==> src/rtl/netbus_lane_packer.sv <==
// NetBus source endpoint: packs a LAST-delimited lane stream into 9-lane NetBus
// words (SOP/EOP/count/dest header) and drives them through VALID/READY.
module netbus_lane_packer #(
  parameter int DATA_WIDTH = 4
) (
  input  logic                       CLK,
  input  logic                       RESETn,
  input  logic [DATA_WIDTH-1:0]      S_DATA,
  input  logic                       S_LAST,
  input  logic [7:0]                 S_DEST,
  input  logic                       S_VALID,
  output logic                       S_READY,
  output logic [DATA_WIDTH*9+13:0]   WDATA,
  output logic                       WVALID,
  input  logic                       WREADY,
  output logic [15:0]                PKT_COUNT
);

  // state       | meaning
  // ST_IDLE     | accumulator empty, next lane starts a packet
  // ST_FILL     | partial word, next lane goes to r_idx
  // ST_COMPLETE | finished word waiting for the output register
  typedef enum logic [1:0] {
    ST_IDLE,
    ST_FILL,
    ST_COMPLETE
  } acc_state_t;

  localparam int LANES = 9;
  localparam int LW    = DATA_WIDTH * LANES;
  localparam int WW    = LW + 14;

  acc_state_t        r_state, w_state_nxt;
  logic [LW-1:0]     r_lanes, w_lanes_nxt, w_lanes_wr;
  logic [3:0]        r_idx, w_idx_nxt, w_wr_idx;
  logic              r_sop, w_sop_nxt, w_sop_cur;
  logic              r_eop, w_eop_nxt;
  logic [3:0]        r_cnt, w_cnt_nxt;
  logic [7:0]        r_dest, w_dest_nxt, w_dest_cur;
  logic [WW-1:0]     r_wdata, w_wdata_nxt;
  logic              r_wvalid, w_wvalid_nxt;
  logic [15:0]       r_pkt_count;
  logic              w_accept, w_out_free, w_last_lane;

  assign S_READY   = (r_state != ST_COMPLETE);
  assign WDATA     = r_wdata;
  assign WVALID    = r_wvalid;
  assign PKT_COUNT = r_pkt_count;

  always_ff @(posedge CLK or negedge RESETn) begin
    if (!RESETn) begin
      r_state     <= ST_IDLE;
      r_lanes     <= '0;
      r_idx       <= '0;
      r_sop       <= 1'b1;
      r_eop       <= 1'b0;
      r_cnt       <= '0;
      r_dest      <= '0;
      r_wdata     <= '0;
      r_wvalid    <= 1'b0;
      r_pkt_count <= '0;
    end else begin
      r_state  <= w_state_nxt;
      r_lanes  <= w_lanes_nxt;
      r_idx    <= w_idx_nxt;
      r_sop    <= w_sop_nxt;
      r_eop    <= w_eop_nxt;
      r_cnt    <= w_cnt_nxt;
      r_dest   <= w_dest_nxt;
      r_wdata  <= w_wdata_nxt;
      r_wvalid <= w_wvalid_nxt;
      if (r_wvalid && WREADY && r_wdata[12]) begin
        r_pkt_count <= r_pkt_count + 16'd1;
      end
    end
  end

  always_comb begin
    w_state_nxt  = r_state;
    w_lanes_nxt  = r_lanes;
    w_idx_nxt    = r_idx;
    w_sop_nxt    = r_sop;
    w_eop_nxt    = r_eop;
    w_cnt_nxt    = r_cnt;
    w_dest_nxt   = r_dest;
    w_wdata_nxt  = r_wdata;
    w_wvalid_nxt = r_wvalid & ~WREADY;

    w_out_free  = ~r_wvalid | WREADY;
    w_accept    = S_VALID & S_READY;
    w_wr_idx    = (r_state == ST_IDLE) ? 4'd0 : r_idx;
    w_sop_cur   = (r_state == ST_IDLE) | r_sop;
    w_dest_cur  = (r_state == ST_IDLE) ? S_DEST : r_dest;
    w_last_lane = S_LAST | (w_wr_idx == 4'd8);

    // Writing lane 0 clears the rest so unused lanes of a short word read as 0.
    w_lanes_wr = (w_wr_idx == 4'd0) ? '0 : r_lanes;
    w_lanes_wr[32'(w_wr_idx) * DATA_WIDTH +: DATA_WIDTH] = S_DATA;

    unique case (r_state)
      ST_IDLE, ST_FILL: begin
        if (w_accept) begin
          w_lanes_nxt = w_lanes_wr;
          w_dest_nxt  = w_dest_cur;
          w_sop_nxt   = w_sop_cur;
          if (w_last_lane) begin
            if (w_out_free) begin
              w_wdata_nxt  = {w_lanes_wr, w_sop_cur, S_LAST, w_wr_idx, w_dest_cur};
              w_wvalid_nxt = 1'b1;
              w_idx_nxt    = 4'd0;
              w_sop_nxt    = S_LAST;
              w_state_nxt  = S_LAST ? ST_IDLE : ST_FILL;
            end else begin
              w_eop_nxt   = S_LAST;
              w_cnt_nxt   = w_wr_idx;
              w_state_nxt = ST_COMPLETE;
            end
          end else begin
            w_idx_nxt   = w_wr_idx + 4'd1;
            w_state_nxt = ST_FILL;
          end
        end
      end
      ST_COMPLETE: begin
        if (w_out_free) begin
          w_wdata_nxt  = {r_lanes, r_sop, r_eop, r_cnt, r_dest};
          w_wvalid_nxt = 1'b1;
          w_idx_nxt    = 4'd0;
          w_sop_nxt    = r_eop;
          w_state_nxt  = r_eop ? ST_IDLE : ST_FILL;
        end
      end
      default: w_state_nxt = ST_IDLE;
    endcase
  end

endmodule
==> config.mk <==
export PLATFORM = sky130hd
export DESIGN_NAME = netbus_lane_packer
export DESIGN_NICKNAME = d
export VERILOG_FILES = /design/src/rtl/netbus_lane_packer.sv
export SDC_FILE = /design/constraint.sdc
export NUM_CORES = 1
export LEC_CHECK = 0
export CAP_MARGIN = 40
export CORE_MARGIN = 1
export CORE_UTILIZATION = 35
export CTS_CLUSTER_SIZE = 30
export DETAILED_ROUTE_END_ITERATION = 16
export PLACE_DENSITY_LB_ADDON = 0.05
export SYNTH_ARGS = -nofsm -noshare
export SYNTH_HDL_FRONTEND = slang
export SYNTH_SLANG_ARGS = --single-unit
==> constraint.sdc <==
create_clock -name CLK -period 3.8 [get_ports CLK]
set_clock_uncertainty 0.1 [all_clocks]
set_input_delay 0.76 -clock CLK [delete_from_list [all_inputs] [get_ports CLK]]
set_output_delay 0.76 -clock CLK [all_outputs]
set_load 0.1 [all_outputs]
==> results of run 1 <==
[power groups by stage]
stage	logic [mW]	clock network (mW)	registers (mW)
6_report	2.05	1.73	1.60
5_1_grt	2.15	1.81	1.62
4_1_cts	2.07	1.77	1.60
3_5_place_dp	2.06	0	1.62
3_3_place_gp	1.67	0	1.61
2_1_floorplan	0.417	0	2.43
[how the worst max path moves through the flow]
stage                      endpoint  cells past startpoint  startpoint  slack (ns)
after global routing      WDATA[32]                      8  r_state[0]        0.42
after global placement    WDATA[46]                      8  r_state[0]        0.74
final                     WDATA[49]                      8  r_state[0]        0.60
after detailed placement  WDATA[49]                      8  r_state[0]        0.64
after floorplan           WDATA[30]                     10  r_state[0]        0.73
after CTS                 WDATA[30]                      8  r_state[0]        0.63
[kinds of logic after synthesis]
family,Yosys count
fa+ha+maj,7
buf+inv,44
xor+xnor,18
compound gates,153
flops,123
mux,37
simple gates,233
[per-stage QoR]
step	worst slack (ns)	hold WS, ns	area (um^2)	std cells
after global placement	0.741	0.362	7150	896
after floorplan	0.734	0.363	6080	615
final	0.598	0.312	8800	995
after global routing	0.417	0.384	8800	995
after detailed placement	0.640	0.371	8170	963
after CTS	0.632	0.353	8800	995
[worst reg2reg max path, cell delays in order, from the launching register on]
cell and delay (ns):
dfrtp_1 0.41, buf_4 0.22, o21ai_0 0.43, ha_1 0.38
or3b_1 0.39, or4_4 0.52, nor2_8 0.16, mux2_1 0.35
a31oi_1 0.17
[layout make-up]
cell class | instances | area, um^2
clock buffers | 25 | 495
clock inverters | 7 | 135
well taps | 220 | 275
inverters | 6 | 22.5
flip-flops and latches | 123 | 3080
repair buffers | 166 | 1990
multi-input cells | 448 | 2800
fillers | 1525 | 7960
[cells in the mapped netlist, types with 2 or more instances]
master | number | area share, %
a32o_1 | 2 | 0.33
nor3_2 | 3 | 0.49
a31oi_1 | 24 | 2.5
buf_1 | 4 | 0.25
xor2_1 | 6 | 0.86
ha_1 | 7 | 1.4
nand3_1 | 21 | 1.7
nor2_1 | 46 | 2.8
inv_1 | 5 | 0.31
dfrtp_1 | 122 | 50
mux2_1 | 8 | 1.5
and3_1 | 17 | 1.7
nor2_8 | 2 | 0.66
xnor2_1 | 11 | 1.6
and2_1 | 7 | 0.72
nand4_1 | 2 | 0.21
nand2b_1 | 4 | 0.41
nor3_1 | 9 | 0.74
nor2b_1 | 4 | 0.41
mux2i_1 | 12 | 2.0
buf_4 | 5 | 0.62
a41oi_1 | 4 | 0.58
nand2_1 | 107 | 6.6
mux2_2 | 17 | 3.1
a21oi_1 | 14 | 1.2
o22a_1 | 4 | 0.58
o21ai_0 | 49 | 4.0
o21ai_2 | 4 | 0.58
buf_2 | 11 | 0.91
a221oi_1 | 8 | 1.2
o2bb2ai_1 | 9 | 1.3
a22o_1 | 13 | 1.9
clkbuf_1 | 18 | 1.1
o211ai_1 | 12 | 1.5
[metal layers]
layer | vias up | GRT usage, % | part of all wire, %
met5 | - | 0 | 0
met4 | 0 | 7.58 | 1.8
met3 | 19 | 3.33 | 3.1
met2 | 120 | 29.3 | 46
met1 | 2438 | 26.0 | 49
li1 | 2498 | - | -
[state kept, by name (all words and copies together), names as in the netlist]
signal	flops
r_dest	8
r_idx	4
WDATA	50
r_lanes	36
r_cnt	4
r_state	2
r_sop	1
PKT_COUNT	16
r_eop	1
WVALID	1
==> flow_summary.json, run 1 <==
{
  "status": "complete, no violations",
  "critPathArrivalTime_ns": 3.44,
  "fin_util_pct": 52.5,
  "switching_share_pct": 37.5,
  "routedWlPerCell_um": 15.9,
  "drtAntennaViolNets": 0,
  "clk_latency_ns": 0.42,
  "setup_viol": 0,
  "num_rows": 47,
  "crit_fanout": 19,
  "via_per_inst": 5.10,
  "p_clk_share_pct": 32.2,
  "max_freq_ghz": 0.312,
  "cp-start-kind": "flop",
  "design.die.area_um2": 17900,
  "final_common_cell": "dfrtp_1",
  "layout_common_cells": "122 x dfrtp_1, 107 x nand2_1, 82 x clkdlybuf4s50_1",
  "final.setup.tns_ns": 0,
  "firstDrtPassIters": 5,
  "reg2reg_to": "WDATA[49]",
  "p_leak_nw": 3.73,
  "crit_path_top_delay_cell": "or4_4",
  "htreeDepth": 4,
  "cap_violations": 0,
  "synth.cell_area_um2": 6080,
  "die_h_um": 134,
  "path_buf_inv": 1,
  "hold_violations": 0,
  "critPathKind": "flop to flop",
  "io_pins": 85,
  "cts.path.max_buffers": 2,
  "clk_pin_slew_ns": 0.06,
  "core_area_um2": 16800,
  "syn_avg_cell_area_um2": 9.89,
  "cts_setup_buffers": 0,
  "reg2reg_setup_slack_ns": 0.60,
  "cts_tree": "built",
  "ys_async_sr_fraction_pct": 100,
  "vdd_ir_drop_max_mv": 0.388,
  "ys_seq_area_share_pct": 50.6,
  "synth_edf_count": 0,
  "grt_pass1_vias": 5100,
  "cts_hold_buf": 0,
  "grt_pass1_wl_um": 26400,
  "yosys_warnings": 0,
  "synth_top_family_by_area": "simple AND/OR/NAND/NOR gates",
  "r2r_cells": 8,
  "worstMarginPinSlew_ns": 0.870,
  "report.final.slew_viol_count": 0,
  "antenna_cells": 0,
  "synth_compound_area_share_pct": 17.3,
  "synth-simple-area-share_pct": 18.1,
  "place_congestion": 0.826,
  "ctsResizeCount": 0,
  "routed_wl_um": 15800,
  "port_buffers": 84,
  "synth_mux_area_share_pct": 6.60,
  "nets": 786,
  "vias": 5075,
  "dpl.hpwl_um": 11000,
  "worstPathCellList": "buf_4 -> o21ai_0 -> ha_1 -> or3b_1 -> or4_4 -> nor2_8 -> mux2_1 -> a31oi_1",
  "seq_power_share_pct": 29.7,
  "grt_max_degree": 66,
  "syn_nets": 639,
  "dr.first_iter.drc_count": 249,
  "critPathTopFamily": "simple AND/OR/NAND/NOR gates",
  "period_share_pct": 84.3,
  "synthAdderAreaFrac_pct": 1.44,
  "area_delta_synth_final_pct": 44.8,
  "grt_use_total_pct": 18.9,
  "hold_class": "primary input to async pin",
  "slew-limit-headroom_pct": 42.0,
  "slowest_delay_ns": 0.52,
  "synth-seq-cells": 123,
  "switchingPower_mw": 2.01,
  "p_total_mw": 5.37,
  "antenna_found_initial": 0,
  "power_density_nw_per_um2": 610,
  "fin_crit_ns": 3.20,
  "cts_sinks": 123,
  "crit_required_ns": 4.03,
  "crit_path_end_kind": "flop",
  "rsz0062_at_grt": "no",
  "drive_above_1_share_pct": 19.1,
  "grt-ovfl-total": 0,
  "clockRootBuffer": "clkbuf_16",
  "synth_cell_types": 58,
  "synth_cells": 615,
  "reg2reg_from": "r_state[0]",
  "fp.dieW_um": 134,
  "internal_power_mw": 3.36,
  "route.detailed.drc": 0,
  "synth_flop_cell": "dfrtp_1",
  "start_util_pct": 36.3,
  "cts_buffers": 17,
  "synth_xor_area_share_pct": 2.72,
  "power_frac_comb_pct": 38.1
}
(Power assumes the default switching activity.)
==> run 2, diff against run 1 <==
==> constraint.sdc (replaced) <==
create_clock -name CLK -period 2.6 [get_ports CLK]
set_clock_uncertainty 0.1 [all_clocks]
set_input_delay 0.52 -clock CLK [delete_from_list [all_inputs] [get_ports CLK]]
set_output_delay 0.52 -clock CLK [all_outputs]
set_load 0.1 [all_outputs]
==> flow_summary.json, run 2 (same netlist as run 1, synthesis figures left out) <==
{
  "status": "finished, violations left",
  "violations": "negative setup slack",
  "largest_reg_flops": 50,
  "fin_util_pct": 47.7,
  "final.setup.tns_ns": -1.15,
  "p_clk_share_pct": 32.9,
  "post-place-cells": 926,
  "fin_crit_ns": 2.69,
  "p_leak_nw": 3.55,
  "dr.first_iter.drc_count": 253,
  "port_buffers": 84,
  "place_congestion": 0.905,
  "antenna_found_initial": 0,
  "grt-ovfl-total": 0,
  "power_density_nw_per_um2": 907,
  "max_freq_ghz": 0.371,
  "instances_no_fill": 964,
  "seq_power_share_pct": 32.2,
  "hold_violations": 0,
  "firstDrtPassIters": 5,
  "switching_share_pct": 39.9,
  "fp.dieW_um": 134,
  "placed_area_um2": 7240,
  "internal_power_mw": 4.35,
  "p_total_mw": 7.25,
  "report.final.slew_viol_count": 0,
  "via_per_inst": 5.26,
  "grt_pass1_wl_um": 27900,
  "grt_pass1_vias": 5205,
  "clockRootBuffer": "clkbuf_16",
  "clk_latency_ns": 0.41,
  "crit_fanout": 5,
  "core_area_um2": 16800,
  "critPathArrivalTime_ns": 2.92,
  "cts_buffers": 17,
  "power_frac_comb_pct": 34.9,
  "antenna_cells": 0,
  "cts_sinks": 123,
  "final_common_cell": "dfrtp_1",
  "setup_viol": 16,
  "cap_violations": 0,
  "grt_max_degree": 51,
  "nets": 755,
  "cts.path.max_buffers": 2,
  "htreeDepth": 4,
  "critPathKind": "flop to flop",
  "route.detailed.drc": 0,
  "io_pins": 85,
  "grt_use_total_pct": 20.1,
  "rsz0062_at_grt": "yes",
  "start_util_pct": 36.3,
  "crit_path_end_kind": "flop",
  "post-route-worst-setup-slack_ns": -0.0923,
  "vias": 5069,
  "hold_class": "flop to flop",
  "num_rows": 47,
  "clk_pin_slew_ns": 0.05,
  "dpl.hpwl_um": 11600,
  "worstMarginPinSlew_ns": 0.827,
  "cts_tree": "built",
  "fin_area_um2": 7990,
  "vdd_ir_drop_max_mv": 0.496,
  "pre_cts_ws_ns": -0.158,
  "die_h_um": 134,
  "slew-limit-headroom_pct": 44.9,
  "layout_common_cells": "122 x dfrtp_1, 112 x buf_4, 106 x nand2_1",
  "drive_above_1_share_pct": 26.2,
  "routedWlPerCell_um": 17.5,
  "period_share_pct": 104,
  "routed_wl_um": 16800,
  "cp-start-kind": "flop",
  "crit_required_ns": 2.83,
  "area_delta_synth_final_pct": 31.3,
  "design.die.area_um2": 17900,
  "switchingPower_mw": 2.89,
  "holdWs_ns": 0.371,
  "drtAntennaViolNets": 0
}
run 2: repair_timing:
action | CTS | global route
hold buffers | 1 | 0
cloned | 0 | 0
setup buffers | 3 | 2
hold endpoints to repair | 1 | 0
pin swaps | 10 | 1
gates resized for setup | 11 | 9
endpoints found under the setup margin | 32 | 41
run 2: routing by layer:
metal	up-vias	wire (um)	track usage, %
li1	2434	-	-
met1	2493	8060	27.7
met2	127	7780	31.5
met3	15	813	4.50
met4	0	188	6.00
met5	-	0	0
run 2: path summary, 6_finish.rpt:
kind                          startpoint       endpoint  slack (ns)  cells past startpoint
setup / recovery              r_state[0]      WDATA[48]       -0.09                      8
hold / removal             PKT_COUNT[15]  PKT_COUNT[15]        0.37                      1
setup reg to reg              r_state[0]      WDATA[48]       -0.09                      8
hold reg to reg            PKT_COUNT[15]  PKT_COUNT[15]        0.37                      1
max in group asynchronous         RESETn          r_sop        1.15                      3
min in group asynchronous         RESETn   PKT_COUNT[1]        0.55                      2
run 2: cell type report:
type	count	area, um^2
Clock buffer	24	482
Clock inverter	8	115
Fill cell	1606	8770
Inverter	6	22.5
Multi-Input combinational cell	448	2900
Sequential cell	123	3080
Tap cell	220	275
Timing Repair Buffer	135	1110
run 2: critical path, cell delays in order, from the launching register on:
cell and delay (ns):
dfrtp_1 0.39, or2_4 0.29, nand2_4 0.09, ha_4 0.20
or3b_1 0.37, or4_4 0.51, nor2_8 0.20, mux2_4 0.31
a31oi_1 0.16
run 2: power groups by stage:
stage	registers, mW	logic, mW	clock network [mW]
after detailed placement	2.36	2.49	0
after global routing	2.36	2.65	2.53
after floorplan	3.55	0.623	0
after CTS	2.33	2.51	2.45
after global placement	2.35	2.47	0
final	2.33	2.53	2.39
